==> src/rtl/viterbi_traceback.sv <==
`default_nettype none
// viterbi_traceback -- 16-state survivor-memory traceback with LIFO bit reordering (rev 1.0).
// Define VTB_FINAL_STATE_EN to add the final_state_o / final_vld_o outputs.
module viterbi_traceback #(
  parameter int TB_DEPTH = 64,
  parameter int DEC_LEN  = 32
) (
  input  logic        clk_i,
  input  logic        rst_i,
  input  logic        start_i,
  input  logic [3:0]  start_state_i,
  input  logic [11:0] end_addr_i,
  output logic        busy_o,
  output logic        rd_en_o,
  output logic [11:0] addr_o,
  input  logic        mem_stall_i,
  input  logic [23:0] rdata_i,
  output logic        dout_o,
  output logic        dout_vld_o,
  input  logic        dout_rdy_i,
`ifdef VTB_FINAL_STATE_EN
  output logic [3:0]  final_state_o,
  output logic        final_vld_o,
`endif
  output logic        done_o
);

  localparam int            TOTAL   = TB_DEPTH + DEC_LEN;
  localparam int            CW      = $clog2(TOTAL + 1);
  localparam logic [CW-1:0] LAST_RD = CW'(TOTAL - 1);
  localparam logic [CW-1:0] DEPTH_C = CW'(TB_DEPTH);

  typedef enum logic [1:0] {
    IDLE  = 2'd0,
    TRACE = 2'd1,
    DRAIN = 2'd2,
    OUT   = 2'd3
  } state_t;

  state_t        state;
  logic [3:0]    tb_state;
  logic [CW-1:0] rd_cnt;
  logic [CW-1:0] cons_cnt;
  logic          pending;
  logic [63:0]   lifo;
  logic [6:0]    sp;
  logic [5:0]    top_idx;
  logic [15:0]   dec_word;
  logic          dec_bit;
  logic [3:0]    nxt_state;
  logic          rd_issue;
  logic          unused_hi;

  assign rd_issue   = (state == TRACE) && !mem_stall_i;
  assign rd_en_o    = rd_issue;
  assign busy_o     = (state != IDLE);
  assign dout_vld_o = (state == OUT);
  assign top_idx    = 6'(sp - 7'd1);
  assign dout_o     = dout_vld_o & lifo[top_idx];
  assign dec_word   = rdata_i[15:0];
  assign unused_hi  = ^rdata_i[23:16];
  assign dec_bit    = tb_state[3];
  assign nxt_state  = {tb_state[2:0], dec_word[tb_state]};

  always_ff @(posedge clk_i) begin
    if (rst_i) begin
      state    <= IDLE;
      tb_state <= 4'd0;
      rd_cnt   <= '0;
      cons_cnt <= '0;
      pending  <= 1'b0;
      sp       <= 7'd0;
      addr_o   <= 12'd0;
      done_o   <= 1'b0;
    end else begin
      done_o  <= 1'b0;
      pending <= rd_issue;
      // Pushes only happen while reads are in flight, pops only in OUT, so sp never sees both.
      if (pending) begin
        tb_state <= nxt_state;
        cons_cnt <= cons_cnt + 1'b1;
        if (cons_cnt >= DEPTH_C) begin
          lifo[sp[5:0]] <= dec_bit;
          sp            <= sp + 7'd1;
        end
      end
      case (state)
        IDLE: begin
          if (start_i) begin
            tb_state <= start_state_i;
            addr_o   <= end_addr_i;
            rd_cnt   <= '0;
            cons_cnt <= '0;
            sp       <= 7'd0;
            state    <= TRACE;
          end
        end
        TRACE: begin
          if (rd_issue) begin
            rd_cnt <= rd_cnt + 1'b1;
            // Keep the final issued address on addr_o after the last read.
            if (rd_cnt == LAST_RD) state <= DRAIN;
            else                   addr_o <= addr_o - 12'd1;
          end
        end
        DRAIN: begin
          if (pending) state <= OUT;
        end
        OUT: begin
          if (dout_rdy_i) begin
            sp <= sp - 7'd1;
            if (sp == 7'd1) begin
              state  <= IDLE;
              done_o <= 1'b1;
            end
          end
        end
        default: state <= IDLE;
      endcase
    end
  end

`ifdef VTB_FINAL_STATE_EN
  always_ff @(posedge clk_i) begin
    if (rst_i) begin
      final_state_o <= 4'd0;
      final_vld_o   <= 1'b0;
    end else begin
      final_vld_o <= 1'b0;
      if (state == DRAIN && pending) begin
        final_state_o <= nxt_state;
        final_vld_o   <= 1'b1;
      end
    end
  end
`endif

endmodule
`default_nettype wire
==> config.mk <==
export PLATFORM = sky130hd
export DESIGN_NAME = viterbi_traceback
export DESIGN_NICKNAME = d
export VERILOG_FILES = /design/src/rtl/viterbi_traceback.sv
export SDC_FILE = /design/constraint.sdc
export NUM_CORES = 1
export LEC_CHECK = 0
export CAP_MARGIN = 0
export CORE_MARGIN = 1
export CORE_UTILIZATION = 55
export DETAILED_ROUTE_END_ITERATION = 12
export HOLD_SLACK_MARGIN = 0.08
export PLACE_DENSITY = 0.79
export SLEW_MARGIN = 40
export SYNTH_ARGS = -nofsm -noshare
export SYNTH_HDL_FRONTEND = slang
export SYNTH_SLANG_ARGS = --single-unit
==> constraint.sdc <==
create_clock -name clk_i -period 4.45 [get_ports clk_i]
set_clock_uncertainty 0.1 [all_clocks]
set_input_delay 0.89 -clock clk_i [delete_from_list [all_inputs] [get_ports clk_i]]
set_output_delay 0.89 -clock clk_i [all_outputs]
set_load 0.05 [all_outputs]
==> reports/metrics.sh, run 1 <==
SYNTH.DISTINCT_CELLS=54
FILLER_CELL_COUNT=756
NETS=633
FP.COREAREA_UM2=9280
WIRELENGTH_UM=11800
GRT_FIRST_PASS_WIRELENGTH_UM=19400
INITIAL_CORE_UTIL_PCT=57.2
RSZ0062_AT_GRT='false'
DETAIL-ROUTE-ANTENNA-NETS=0
CLK_PIN_SLEW_PS=110
CLKPWRFRAC_PCT=21.0
FLOORPLAN.IO_PINS=62
REPORT.FINAL.HOLD_VIOL_COUNT=0
VIASPERCELL=5.83
SYNTHESIS.INSTANCES=538
TIMING.FINAL.WS_SETUP_PS=278
FLOORPLAN.DIE.WIDTH_UM=100
RR_ENDPOINT='state[0]$_SDFFE_PP0P_'
SETUP_VIOL=0
CLOCK-ROOT-BUFFER='sky130_fd_sc_hd__clkbuf_8'
GRT.OVERFLOW.TOTAL=0
WORST_SETUP_PATH_END_KIND='output port'
CRIT_ARRIVAL_PS=3180
WORST_HOLD_STARTPOINT='cons_cnt[5]$_SDFF_PP0_'
IRDROPWORSTVDD_mV=0.227
DPL-INSTANCE-AREA_UM2=5920
SYNTH-MAIN-FF-CELL='sky130_fd_sc_hd__edfxtp_1'
ROUTED_VIAS=4146
GP_CONGESTION=0.832
CTSHTREEMAXLEVEL=3
RUN_STATUS='finished clean'
DETAIL_ROUTE.FIRST_PASS.ITERATIONS=5
FF2FF_PATH_DEPTH=5
DR.FIRST_ITER.DRC_COUNT=349
TRITONCTS.NUM_BUFFERS=9
SLEW_VIOLATIONS=0
FLOORPLAN.DIE_AREA_UM2=10000
POST-LAYOUT-TOTAL-POWER_mW=2.97
DIEHEIGHT_UM=100
P_SW_SHARE_PCT=38.9
INSERTEDDIODECOUNT=0
INITIAL_ANTENNA_VIOLATION_COUNT=0
CTS_HOLD_BUF=0
FINALCOREUTILIZATION_PCT=66.0
FLOW.AREA_GROWTH_FROM_SYNTHESIS_PCT=15.4
CTS_TREE='done'
COMB_POWER_SHARE_PCT=37.9
PERIOD_SHARE_PCT=93.7
VIA_COUNT_OF_THE_FIRST_GLOBAL_ROUTING_PASS=3889
CRIT_TYPE='flip-flop to output port'
PRE_CTS_SLACK_PS=693
POST_SYNTH_INSTANCE_AREA_UM2=5310
FINALSETUPTNS_PS=0
PLACE.DETAILED.HPWL_UM=8070
POST_ROUTE_CELLS_DRIVE_ABOVE_1_SHARE_PCT=7.90
P_SW_mW=1.15
TIMING.FINAL.CRIT_PERIOD_PS=4170
WORST_MAX_SLEW_PIN_SLEW_PS=587
POWER.INTERNAL_mW=1.82
GR-USAGE-ALL-LAYERS_PCT=24.9
TIMING.HOLD.WORST.CLASS='flip-flop to flip-flop'
CTS.REPAIR.RESIZED=0
CRIT_PATH_LAUNCH_TYPE='flip-flop'
SLEW_HEADROOM_PCT=60.8
NET_COUNT_SYNTH=594
DRV.MAX_CAP_VIOLATION_COUNT=0
CTS_BUFFER_DEPTH=2
TIMING.HOLD.WORST_ENDPOINT='cons_cnt[5]$_SDFF_PP0_'
PORTBUFFERS=53
FINAL_CELL_AREA_UM2=6130
RATIO_OF_TOTAL_POWER_TO_CELL_AREA_nW_PER_UM2=485
CTS_NUM_SINKS=105
WORSTPATHREQUIRED_PS=3460
GRT_START_MAX_NET_PINS=66
LAYOUT_COMMON_CELLS='107 x sky130_fd_sc_hd__nor2_1, 67 x sky130_fd_sc_hd__nand2_1, 64 x sky130_fd_sc_hd__edfxtp_1'
POST_SYNTH_EDFFS=64
RRSETUPSLACK_PS=2000
DRC_ERRORS=0
POWER_FRAC_SEQ_PCT=41.1
SYNTH.YOSYS.SEQ_AREA_SHARE_PCT=51.7
SHARE_OF_ASYNC_SETTABLE_OR_ASYNC_RESETTABLE_FLOPS_AFTER_SYNTHESIS_PCT=0
YS_FF_LATCH=105
TIMING.FMAX_MHz=240
MIN_PATH_CELLS=2
NUMBER_OF_BUFFERS_INSERTED_TO_REPAIR_SETUP_AFTER_CTS=0
YS_WARN_COUNT=0
SYNTH_AREA_PER_CELL_UM2=9.87
ROW_COUNT=35
MOSTFREQUENTLAYOUTCELL='sky130_fd_sc_hd__nor2_1'
CRITPATHMAXFANOUT=10
WORSTREG2REGSTART='sp[4]$_SDFF_PP0_'
INSERTION_DELAY_PS=370
ROUTE.DETAILED.WL_PER_INST_UM=16.6
POWER.LEAKAGE_nW=2.09
==> worst max path at each step <==
stage	end	slack (ps)	cells after the start	startpoint
CTS	dout_o	270	10	sp[1]$_SDFF_PP0_
finish	dout_o	280	9	sp[1]$_SDFF_PP0_
floorplan	dout_o	300	13	sp[0]$_SDFF_PP0_
global placement	dout_o	720	10	sp[1]$_SDFF_PP0_
detailed placement	dout_o	690	10	sp[1]$_SDFF_PP0_
global route	dout_o	60	10	sp[1]$_SDFF_PP0_
==> synth_stat cells, types with 7 or more instances <==
master / n / area share (%)
sky130_fd_sc_hd__a22oi_1: 7 / 0.99
sky130_fd_sc_hd__edfxtp_1: 64 / 36
sky130_fd_sc_hd__nand2_1: 67 / 4.7
sky130_fd_sc_hd__a211oi_1: 10 / 1.4
sky130_fd_sc_hd__inv_1: 14 / 0.99
sky130_fd_sc_hd__nand4_1: 9 / 1.1
sky130_fd_sc_hd__xor2_1: 11 / 1.8
sky130_fd_sc_hd__mux2i_1: 12 / 2.3
sky130_fd_sc_hd__o21ai_0: 22 / 2.1
sky130_fd_sc_hd__nor2_1: 107 / 7.6
sky130_fd_sc_hd__nor3_1: 13 / 1.2
sky130_fd_sc_hd__ha_1: 11 / 2.6
sky130_fd_sc_hd__dfxtp_1: 41 / 15
sky130_fd_sc_hd__mux4_2: 13 / 5.5
sky130_fd_sc_hd__a21oi_1: 20 / 1.9
sky130_fd_sc_hd__clkbuf_1: 25 / 1.8
sky130_fd_sc_hd__nand3_1: 13 / 1.2
==> worst max-delay path: stages (launching register included) <==
cell and delay (ps):
sky130_fd_sc_hd__dfxtp_1 480, sky130_fd_sc_hd__inv_1 150, sky130_fd_sc_hd__ha_1 360, sky130_fd_sc_hd__xor2_2 350
sky130_fd_sc_hd__mux4_2 550, sky130_fd_sc_hd__nand2_1 80, sky130_fd_sc_hd__a21oi_1 80, sky130_fd_sc_hd__a41o_1 210
sky130_fd_sc_hd__a311o_1 360, sky130_fd_sc_hd__buf_4 200
==> state kept, by name, indices dropped and copies added, names as in the netlist <==
name and cells:
sp 7, lifo 64, done_o 1, pending 1, addr_o 12, tb_state 4
state 2, cons_cnt 7, rd_cnt 7
==> area by class of cell <==
cell class / instances / area (um^2) / area share (%)
tap: 129 / 161 / 2.63
sequential: 105 / 2740 / 44.8
multi-input combinational: 385 / 2370 / 38.7
inverter: 15 / 56.3 / 0.919
clock buffer: 9 / 124 / 2.02
clock inverter: 7 / 83.8 / 1.37
timing repair buffer: 61 / 588 / 9.60
==> metal layers <==
metal	part of all wire (%)	GRT usage, %	routed length (um)
met1	43	34.3	5120
met2	50	40.1	5870
met3	5.6	4.53	660
met4	1.3	8.03	155
met5	0	0	0
==> logic make-up (layout without fill, tap and decap cells) <==
family                   Yosys count  in the layout  synth area share (%)
AO/OA/AOI/OAI                     88             88                  10.7
XOR/XNOR                          17             17                  2.80
adder cells (fa/ha/maj)           11             11                  2.59
buffers and inverters             48             92                  3.79
flip-flops                       105            105                  51.7
multiplexers                      27             27                  8.20
AND/OR/NAND/NOR                  242            242                  20.2
==> power by group through the flow <==
| stage | registers (mW) | clock network, mW | logic [mW] |
|---|---|---|---|
| floorplan | 1.37 | 0 | 0.682 |
| global placement | 1.24 | 0 | 1.09 |
| detailed placement | 1.24 | 0 | 1.12 |
| CTS | 1.22 | 0.632 | 1.12 |
| global route | 1.23 | 0.669 | 1.25 |
| finish | 1.22 | 0.624 | 1.13 |
==> stage by stage <==
step / instances / hold WS [ps]
detailed placement: 695 / 379
floorplan: 538 / 345
finish: 711 / 394
CTS: 711 / 392
global route: 711 / 433
global placement: 695 / 357
(Power assumes the default switching activity.)
==> inputs of run 2 (changes only) <==
--- a/config.mk
+++ b/config.mk
@@ -8,6 +8,7 @@
 export CAP_MARGIN = 0
 export CORE_MARGIN = 1
 export CORE_UTILIZATION = 55
+export CTS_CLUSTER_SIZE = 8
 export DETAILED_ROUTE_END_ITERATION = 12
 export HOLD_SLACK_MARGIN = 0.08
 export PLACE_DENSITY = 0.79
==> results of run 2 <==
The final DEF is identical to that of run 1; final timing and power are the same.
